$ cat src/rtl/fir_tap_sequencer_if.sv
// Sample/coefficient/output handshakes plus the external alu operand bus.
// The master side is the environment, which also owns the alu.
interface fir_tap_sequencer_if #(
  parameter int unsigned NTAPS = 16
) ();
  localparam int unsigned AW = $clog2(NTAPS);

  logic          coef_we;
  logic [AW-1:0] coef_addr;
  logic [15:0]   coef_wdata;
  logic          in_valid;
  logic          in_ready;
  logic [15:0]   in_data;
  logic [1:0]    alu_op_sel;
  logic [15:0]   alu_a;
  logic [15:0]   alu_b;
  logic [31:0]   alu_result;
  logic          out_valid;
  logic          out_ready;
  logic [31:0]   out_data;
  logic          busy;

  modport master (
    output coef_we, coef_addr, coef_wdata, in_valid, in_data, alu_result, out_ready,
    input  in_ready, alu_op_sel, alu_a, alu_b, out_valid, out_data, busy
  );

  modport slave (
    input  coef_we, coef_addr, coef_wdata, in_valid, in_data, alu_result, out_ready,
    output in_ready, alu_op_sel, alu_a, alu_b, out_valid, out_data, busy
  );
endinterface

$ cat src/rtl/fir_tap_sequencer.sv
// Time-multiplexed FIR: issues one tap per cycle to an external alu and
// accumulates the returned products into a wrapping 32-bit sum.
module fir_tap_sequencer #(
  parameter int unsigned NTAPS   = 16,
  parameter int unsigned ALU_LAT = 1
) (
  input  logic                 clk,
  input  logic                 rst,
  fir_tap_sequencer_if.slave   bus
);
  localparam int unsigned AW = $clog2(NTAPS);

  typedef enum logic [1:0] {IDLE, ISSUE, DRAIN, OUT} state_t;

  state_t               state_q;
  logic [15:0]          dline_q [NTAPS];
  logic [15:0]          coef_q  [NTAPS];
  logic [AW-1:0]        wr_ptr_q;
  logic [AW-1:0]        k_q;
  logic [31:0]          acc_q;
  logic [ALU_LAT-1:0]   vpipe_q;
  logic                 in_ready_q;
  logic                 busy_q;
  logic                 out_valid_q;
  logic [31:0]          out_data_q;
  logic [1:0]           alu_op_q;
  logic [15:0]          alu_a_q;
  logic [15:0]          alu_b_q;

  logic [AW-1:0]        k_d;
  logic [AW-1:0]        rd_ptr_d;
  logic [31:0]          acc_d;
  logic                 issue_d;
  logic                 accept_d;

  // wr_ptr_q already points past x[n], so x[n-k] sits at wr_ptr_q-1-k.
  always_comb begin
    k_d      = k_q + 1'b1;
    rd_ptr_d = wr_ptr_q - AW'(1) - k_d;
    issue_d  = (state_q == ISSUE);
    accept_d = in_ready_q && bus.in_valid;
    acc_d    = vpipe_q[ALU_LAT-1] ? acc_q + bus.alu_result : acc_q;
  end

  always_ff @(posedge clk or posedge rst) begin
    if (rst) begin
      state_q     <= IDLE;
      wr_ptr_q    <= '0;
      k_q         <= '0;
      acc_q       <= '0;
      vpipe_q     <= '0;
      in_ready_q  <= 1'b1;
      busy_q      <= 1'b0;
      out_valid_q <= 1'b0;
      out_data_q  <= '0;
      alu_op_q    <= 2'b00;
      alu_a_q     <= '0;
      alu_b_q     <= '0;
      for (int unsigned i = 0; i < NTAPS; i++) begin
        dline_q[i] <= '0;
        coef_q[i]  <= '0;
      end
    end else begin
      vpipe_q <= (vpipe_q << 1) | ALU_LAT'(issue_d);
      acc_q   <= acc_d;
      case (state_q)
        IDLE: begin
          if (bus.coef_we) coef_q[bus.coef_addr] <= bus.coef_wdata;
          if (accept_d) begin
            dline_q[wr_ptr_q] <= bus.in_data;
            wr_ptr_q   <= wr_ptr_q + 1'b1;
            acc_q      <= '0;
            k_q        <= '0;
            // Tap 0 is presented straight from the ports so a same-cycle h[0] write applies.
            alu_a_q    <= bus.in_data;
            alu_b_q    <= (bus.coef_we && bus.coef_addr == '0) ? bus.coef_wdata : coef_q[0];
            alu_op_q   <= 2'b01;
            in_ready_q <= 1'b0;
            busy_q     <= 1'b1;
            state_q    <= ISSUE;
          end
        end
        ISSUE: begin
          if (k_q == AW'(NTAPS - 1)) begin
            alu_a_q  <= '0;
            alu_b_q  <= '0;
            alu_op_q <= 2'b00;
            state_q  <= DRAIN;
          end else begin
            k_q     <= k_d;
            alu_a_q <= dline_q[rd_ptr_d];
            alu_b_q <= coef_q[k_d];
          end
        end
        DRAIN: begin
          if (vpipe_q == '0) begin
            out_valid_q <= 1'b1;
            out_data_q  <= acc_q;
            state_q     <= OUT;
          end
        end
        OUT: begin
          if (bus.out_ready) begin
            out_valid_q <= 1'b0;
            out_data_q  <= '0;
            in_ready_q  <= 1'b1;
            busy_q      <= 1'b0;
            state_q     <= IDLE;
          end
        end
        default: state_q <= IDLE;
      endcase
    end
  end

  assign bus.in_ready   = in_ready_q;
  assign bus.busy       = busy_q;
  assign bus.out_valid  = out_valid_q;
  assign bus.out_data   = out_data_q;
  assign bus.alu_op_sel = alu_op_q;
  assign bus.alu_a      = alu_a_q;
  assign bus.alu_b      = alu_b_q;
endmodule
$ cat src/flat_wrapper.sv
// flat-port wrapper written by rule: the top's interface ports become plain ports
module fir_tap_sequencer_flat 
#(
  parameter int unsigned NTAPS   = 16,
  parameter int unsigned ALU_LAT = 1
)
  (clk, rst, bus_coef_we, bus_coef_addr, bus_coef_wdata, bus_in_valid, bus_in_data, bus_alu_result, bus_out_ready, bus_in_ready, bus_alu_op_sel, bus_alu_a, bus_alu_b, bus_out_valid, bus_out_data, bus_busy);
  fir_tap_sequencer_if #(.NTAPS(NTAPS)) bus_i ();
  input  logic clk;
  input  logic rst;
  input wire logic [$bits(bus_i.coef_we)-1:0] bus_coef_we;
  input wire logic [$bits(bus_i.coef_addr)-1:0] bus_coef_addr;
  input wire logic [$bits(bus_i.coef_wdata)-1:0] bus_coef_wdata;
  input wire logic [$bits(bus_i.in_valid)-1:0] bus_in_valid;
  input wire logic [$bits(bus_i.in_data)-1:0] bus_in_data;
  input wire logic [$bits(bus_i.alu_result)-1:0] bus_alu_result;
  input wire logic [$bits(bus_i.out_ready)-1:0] bus_out_ready;
  output wire logic [$bits(bus_i.in_ready)-1:0] bus_in_ready;
  output wire logic [$bits(bus_i.alu_op_sel)-1:0] bus_alu_op_sel;
  output wire logic [$bits(bus_i.alu_a)-1:0] bus_alu_a;
  output wire logic [$bits(bus_i.alu_b)-1:0] bus_alu_b;
  output wire logic [$bits(bus_i.out_valid)-1:0] bus_out_valid;
  output wire logic [$bits(bus_i.out_data)-1:0] bus_out_data;
  output wire logic [$bits(bus_i.busy)-1:0] bus_busy;
  assign bus_i.coef_we = bus_coef_we;
  assign bus_i.coef_addr = bus_coef_addr;
  assign bus_i.coef_wdata = bus_coef_wdata;
  assign bus_i.in_valid = bus_in_valid;
  assign bus_i.in_data = bus_in_data;
  assign bus_i.alu_result = bus_alu_result;
  assign bus_i.out_ready = bus_out_ready;
  assign bus_in_ready = bus_i.in_ready;
  assign bus_alu_op_sel = bus_i.alu_op_sel;
  assign bus_alu_a = bus_i.alu_a;
  assign bus_alu_b = bus_i.alu_b;
  assign bus_out_valid = bus_i.out_valid;
  assign bus_out_data = bus_i.out_data;
  assign bus_busy = bus_i.busy;
  fir_tap_sequencer #(.NTAPS(NTAPS), .ALU_LAT(ALU_LAT)) u_core (.clk(clk), .rst(rst), .bus(bus_i));
endmodule
$ cat config.mk
export PLATFORM = sky130hd
export DESIGN_NAME = fir_tap_sequencer_flat
export DESIGN_NICKNAME = d
export VERILOG_FILES = /design/src/rtl/fir_tap_sequencer_if.sv /design/src/rtl/fir_tap_sequencer.sv /design/src/flat_wrapper.sv
export SDC_FILE = /design/constraint.sdc
export NUM_CORES = 1
export LEC_CHECK = 0
export ABC_AREA = 1
export CORE_MARGIN = 4
export CORE_UTILIZATION = 42
export CTS_BUF_LIST = sky130_fd_sc_hd__clkbuf_8
export DETAILED_ROUTE_END_ITERATION = 16
export GPL_TIMING_DRIVEN = 0
export RECOVER_POWER = 50
export SLEW_MARGIN = 25
export SYNTH_ARGS = -nofsm -noshare
export SYNTH_HDL_FRONTEND = slang
export SYNTH_SLANG_ARGS = --single-unit
$ cat constraint.sdc
create_clock -name clk -period 64.4 [get_ports clk]
set_input_delay 19.32 -clock clk [delete_from_list [all_inputs] [get_ports clk]]
set_output_delay 19.32 -clock clk [all_outputs]
set_load 0.01 [all_outputs]
==> results of run 1 <==
area by class of cell:
type | count | area (µm²) | area share
timing repair buffer | 146 | 1440 | 0.0408
inverter | 369 | 1390 | 0.0392
clock inverter | 54 | 314 | 0.00889
buffer | 267 | 1070 | 0.0302
clock buffer | 128 | 1760 | 0.0499
tap | 950 | 1190 | 0.0336
multi-input combinational | 2675 | 12600 | 0.356
antenna | 1 | 2.50 | 0.0000708
sequential | 623 | 15600 | 0.441
flip-flops by register name, indices dropped and copies added (netlist names):
name and count:
u_core.coef_q 256, u_core.dline_q 256, u_core.acc_q 32, u_core.bus.out_data 32, u_core.bus.alu_a 16, u_core.bus.alu_b 16
u_core.k_q 4, u_core.wr_ptr_q 4, u_core.state_q 2, u_core.bus.alu_op_sel 1, u_core.bus.busy 1, u_core.bus.in_ready 1
u_core.bus.out_valid 1, u_core.vpipe_q 1
layout by cell type, fill, tap and decap left out, drive strengths merged:
cell type	Yosys	final
buf	73	70
ha	43	43
a21o	2	2
nand3b	2	2
o21bai	7	7
o2111ai	3	3
nand3	189	189
o221ai	2	2
o21ai	705	705
nor4	12	12
or2	1	1
o22ai	9	9
clkdlybuf4s50	0	134
bufinv	0	3
conb	1	1
clkbuf	194	332
xor2	8	8
a21oi	311	311
dfrtp	622	622
clkinvlp	0	6
nor2	365	365
o21a	2	2
nand4	20	20
xnor2	7	7
inv	369	403
a211oi	3	3
o211ai	68	68
nand2	907	907
fa	2	2
dfstp	1	1
and2	1	1
diode	0	1
nor3	5	5
clkinv	0	11
dlygate4sd3	0	5
logic make-up after synthesis:
| logic type | Yosys count |
|---|---|
| adder cells (fa/ha/maj) | 45 |
| AND/OR/NAND/NOR | 1502 |
| AO/OA/AOI/OAI | 1112 |
| buffers and inverters | 636 |
| XOR/XNOR | 15 |
| other | 1 |
| flip-flops | 623 |
power by group:
group	internal [mW]	total (mW)	switching [mW]
sequential	0.534	0.614	0.0801
clock	0.190	0.359	0.169
combinational	0.352	1.20	0.849
total	1.08	2.17	1.10
stage by stage:
step	util	setup WS [ps]
after floorplan	-	27630
final	0.491	35200
after global placement	0.462	19410
after detailed placement	0.465	42560
after CTS	0.494	43250
after global routing	0.491	33150
worst max-delay path: stages:
cell and delay (ps):
dlygate4sd3_1 540, clkinvlp_2 1690, clkbuf_1 3330, clkbuf_1 3710
routing by layer:
layer	vias up	share of wire	wire [µm]	GRT usage
li1	13352	-	-	-
met3	276	0.081	9420	0.0523
met2	1389	0.44	51300	0.453
met1	13831	0.43	50800	0.419
met4	2	0.046	5380	0.116
met5	-	0.00011	13	0
final timing paths:
check	from	end	slack, ps	cells past startpoint
max	rst	u_core.dline_q[159]	35200	4
min	u_core.coef_q[68]	u_core.coef_q[68]	470	2
max reg2reg	u_core.k_q[0]	u_core.bus.alu_a[3]	59280	11
min reg2reg	u_core.coef_q[68]	u_core.coef_q[68]	470	2
max in group clk	bus_in_valid	u_core.dline_q[107]	42060	9
min in group asynchronous	rst	u_core.acc_q[30]	19900	2
==> run_results.csv, run 1 <==
group,metric,value,unit
clock_network,htree_levels,3,
logic_synthesis,yosys-top-cells-count,"nand2_1, o21ai_0, dfrtp_1, nor2_1, inv_1",
timing,max_slew.worst_pin.slew,5020,ps
floorplanning,die_h,278,µm
logic_synthesis,synthAdderAreaFrac,0.0188,
logic_synthesis,synth_top_family_by_area,"simple AND/OR/NAND/NOR gates",
logic_synthesis,synth_flop_cell,"dfrtp_1",
floorplanning,die_w,278,µm
logic_synthesis,synth_compound_area_frac,0.189,
logic_synthesis,synthMuxAreaShare,0,
logic_synthesis,synth_xor_area_frac,0.00428,
clock_network,ctsLongestPathBuffers,3,
clock_network,cts_tree,"built",
route,remaining_drc_errors,0,
clock_network,numCtsBuffers,109,
global_routing,overflow,0,
timing,finalSetupTns,0,ps
critical_path,end_kind,"asynchronous set/reset pin",
logic_synthesis,ys_seq_area_frac,0.508,
floorplanning,initial_core_util,0.426,
outcome,status,"finished with violations",
timing,slew_violations,542,
logic_synthesis,synth-simple-area-share,0.199,
placed_design,io_buffers,139,
placed_design,dpl_cell_area,33500,µm²
global_routing,grt_pass1_vias,27629,
timing,min_period,29200,ps
placed_design,place_inst,5030,
timing,grt_setup_unrepaired,"false",
floorplanning,die_area,77400,µm²
final_layout,stdcell_count,5213,
outcome,failed_checks,"max-capacitance violations, max-slew violations",
global_routing,grt_pass1_wl,176000,µm
logic_synthesis,syn_area_per_cell,7.80,µm²
clock_network,cts-resized-gates,0,
final_layout,fin_area,35300,µm²
critical_path,crit_fanout,94,
logic_synthesis,ys_ff_latch,623,
clock_network,post_cts_buffers,0,
timing,max_freq,0.0342,GHz
clock_network,insertion_delay,730,ps
clock_network,cts-hold-fix-buffers,0,
route,wirelength,117000,µm
route,drtIter0Drc,3249,
critical_path,critPathRequiredTime,64030,ps
clock_network,clk_pin_slew,60,ps
route,routed_via_density,5.53,
power_and_ir_drop,cellPowerDensity,61.5,nW/µm²
logic_synthesis,yosysTopAreaCell,"dfrtp_1",
timing,hold_ws,475,ps
power_and_ir_drop,p_leak,16.9,nW
logic_synthesis,synth_area_leaders,"dfrtp_1, nand2_1, o21ai_0",
job,cap_violations,7,
logic_synthesis,syn-num-nets,4052,
global_routing,grt_usage,0.296,
route,via_count,28850,
timing,fin_skew,20.7,ps
logic_synthesis,synth_edf_count,0,
route,wl_per_cell,22.4,µm
final_layout,drive_gt1_frac,0.0509,
timing,maxSlewHeadroom,-2.35,
floorplanning,core,72000,µm²
timing,setup_violations,0,
floorplanning,io_pins,142,
route,drt-pass1-iter-count,6,
logic_synthesis,yosys_warnings,0,
final_layout,nNetsFinal,4309,
logic_synthesis,synthCells,3934,
final_layout,num-fill-cells,7192,
final_layout,area_delta_synth_final,15.2,%
placed_design,place.gp.congestion,0.997,
clock_network,root_buffer,"clkbuf_8",
global_routing,antenna_found_initial,2,
placed_design,dp_hpwl,84200,µm
logic_synthesis,yosysMostFrequentCell,"nand2_1",
global_routing,grt_max_degree,95,
floorplanning,core.rowCount,98,
power_and_ir_drop,vdd.ir_drop.worst,0.0000310,V
power_and_ir_drop,power,2.17,mW
clock_network,cts.sinks,623,
timing,hold_viol_final,0,
logic_synthesis,netlist_area,30700,µm²
timing,fin_crit_sh,0.453,
critical_path,cp-start-kind,"input pin",
route,detail-route-antenna-nets,0,
min_path,hold_path.class,"reg2reg",
critical_path,worstPathArrival,28830,ps
logic_synthesis,synthDistinctLibCells,36,
critical_path,crit_type,"in2async",
logic_synthesis,synth.top_cell.area_share,0.507,
logic_synthesis,async_reset_ff_frac,1.00,
(Power assumes the default switching activity.)
==> run 2: changes to the inputs <==
==> constraint.sdc (replaced) <==
create_clock -name clk -period 23.6 [get_ports clk]
set_input_delay 7.08 -clock clk [delete_from_list [all_inputs] [get_ports clk]]
set_output_delay 7.08 -clock clk [all_outputs]
set_load 0.01 [all_outputs]
==> run_results.csv, run 2 (synthesis results as in run 1) <==
group,metric,value,unit
floorplanning,die_area,77400,µm²
final_layout,top_regs,"u_core.coef_q: 256 flops, u_core.dline_q: 256 flops",
global_routing,overflow,0,
floorplanning,die_w,278,µm
final_layout,final_core_util,0.493,
timing,maxSlewHeadroom,-0.142,
placed_design,place.gp.congestion,1.01,
clock_network,numCtsBuffers,108,
clock_network,cts-resized-gates,0,
clock_network,cts.sinks,623,
power_and_ir_drop,vdd.ir_drop.worst,0.0000806,V
floorplanning,core.rowCount,98,
timing,fin_ws,9900,ps
final_layout,area_delta_synth_final,15.7,%
min_path,hold_path.class,"reg2reg",
critical_path,cp_slowest_cell,"clkbuf_1",
timing,grt_setup_unrepaired,"false",
route,via_count,28811,
timing,max_slew.worst_pin.slew,1710,ps
job,cap_violations,8,
floorplanning,io_pins,142,
critical_path,crit_type,"in2async",
floorplanning,core,72000,µm²
placed_design,dp_slack,14040,ps
global_routing,grt_pass1_wl,175000,µm
clock_network,cts-hold-fix-buffers,0,
final_layout,layout_common_cells,"nand2_1, o21ai_0, dfrtp_1",
route,remaining_drc_errors,0,
placed_design,place_inst,5048,
route,drt-pass1-iter-count,8,
global_routing,antenna_found_initial,3,
clock_network,root_buffer,"clkbuf_8",
route,wl_per_cell,22.0,µm
critical_path,worst_path_largest_cell_delay,1160,ps
outcome,status,"finished with violations",
clock_network,post_cts_buffers,0,
global_routing,grt_pass1_vias,27588,
global_routing,grt_usage,0.293,
route,routed_via_density,5.50,
critical_path,path_buf_inv,8,
clock_network,htree_levels,3,
critical_path,worstPathArrival,14290,ps
floorplanning,initial_core_util,0.426,
clock_network,ctsLongestPathBuffers,3,
floorplanning,die_h,278,µm
critical_path,critPathRequiredTime,24190,ps
power_and_ir_drop,cellPowerDensity,167,nW/µm²
timing,hold_viol_final,0,
final_layout,drive_gt1_frac,0.0532,
clock_network,insertion_delay,730,ps
global_routing,grt_max_degree,32,
timing,slew_violations,217,
final_layout,stdcell_count,5237,
route,detail-route-antenna-nets,0,
placed_design,dp_hpwl,84400,µm
timing,setup_violations,0,
timing,max_freq,0.0730,GHz
critical_path,end_kind,"asynchronous set/reset pin",
timing,fin_skew,35.3,ps
clock_network,cts_tree,"built",
final_layout,nNetsFinal,4326,
critical_path,cp-start-kind,"input pin",
timing,fin_crit_sh,0.581,
critical_path,cpMostUsedCell,"clkbuf_1",
final_layout,mostFrequentLayoutCell,"nand2_1",
critical_path,cp_top_family,"buffers and inverters",
critical_path,crit_fanout,28,
route,drtIter0Drc,3409,
power_and_ir_drop,p_leak,17.0,nW
timing,min_period,13700,ps
placed_design,io_buffers,139,
timing,finalSetupTns,0,ps
critical_path,path_cells,"dlygate4sd3_1 -> clkinvlp_2 -> clkbuf_1 -> clkbuf_1 -> clkbuf_1 -> clkbuf_1 -> clkbuf_1 -> clkbuf_1",
clock_network,clk_pin_slew,60,ps
outcome,failed_checks,"max-capacitance violations, max-slew violations",
route,wirelength,115000,µm
-- run 2: cell count changes in the layout (fill, tap and decap cells not counted), moves of 2 or more --
cell | before | now
nor4_2 | 5 | 7
o21ai_0 | 677 | 664
clkinv_2 | 11 | 14
nor4_1 | 3 | 0
clkinvlp_4 | 5 | 3
buf_2 | 50 | 53
o21ai_1 | 28 | 41
clkbuf_1 | 204 | 218
inv_6 | 0 | 2
-- run 2: power by group --
| part | internal (mW) | leakage [nW] | switching [mW] |
|---|---|---|---|
| clock | 0.532 | 1.23 | 0.464 |
| combinational | 0.963 | 7.85 | 2.29 |
| sequential | 1.46 | 7.94 | 0.220 |
| total | 2.95 | 17.0 | 2.98 |
-- run 2: path summary, 6_finish.rpt --
| path | startpoint | endpoint | cells past startpoint | slack, ps |
|---|---|---|---|---|
| worst max register to register | u_core.k_q[0] | u_core.bus.alu_a[4] | 11 | 18540 |
| min in group asynchronous | rst | u_core.bus.out_data[6] | 2 | 6730 |
| worst min-delay path | u_core.coef_q[55] | u_core.coef_q[55] | 2 | 480 |
| worst max-delay path | rst | u_core.coef_q[23] | 8 | 9900 |
| worst min register to register | u_core.coef_q[55] | u_core.coef_q[55] | 2 | 480 |
| max in group clk | bus_in_valid | u_core.dline_q[134] | 7 | 13830 |
-- run 2: area by class of cell --
| type | instances | area [µm²] |
|---|---|---|
| Clock inverter | 59 | 365 |
| Antenna cell | 2 | 5.00 |
| Buffer | 267 | 1080 |
| Timing Repair Buffer | 164 | 1500 |
| Fill cell | 7202 | 36500 |
| Sequential cell | 623 | 15600 |
| Clock buffer | 128 | 1760 |
| Multi-Input combinational cell | 2675 | 12600 |
| Inverter | 369 | 1390 |
| Tap cell | 950 | 1190 |
-- run 2: through the flow --
step / hold WS [ps] / cell area (µm²) / power, mW
5_1_grt: 499 / 35500 / 6.32
3_5_place_dp: 467 / 33800 / 4.86
2_1_floorplan: 448 / 30700 / 3.58
3_3_place_gp: 459 / 33300 / 4.83
6_report: 479 / 35500 / 5.93
4_1_cts: 481 / 35900 / 5.87
-- run 2: worst min-delay path: stages, from the launching register on --
cell and delay [ps]:
dfrtp_1 340, nand2_1 50, o21ai_0 60
-- run 2: per-layer routing --
layer  vias up  track usage  part of all wire
met5         -            0          0.000078
met4         2        0.118             0.044
met3       274       0.0531             0.079
met2      1224        0.445              0.44
met1     13914        0.418              0.44
li1      13397            -                 -
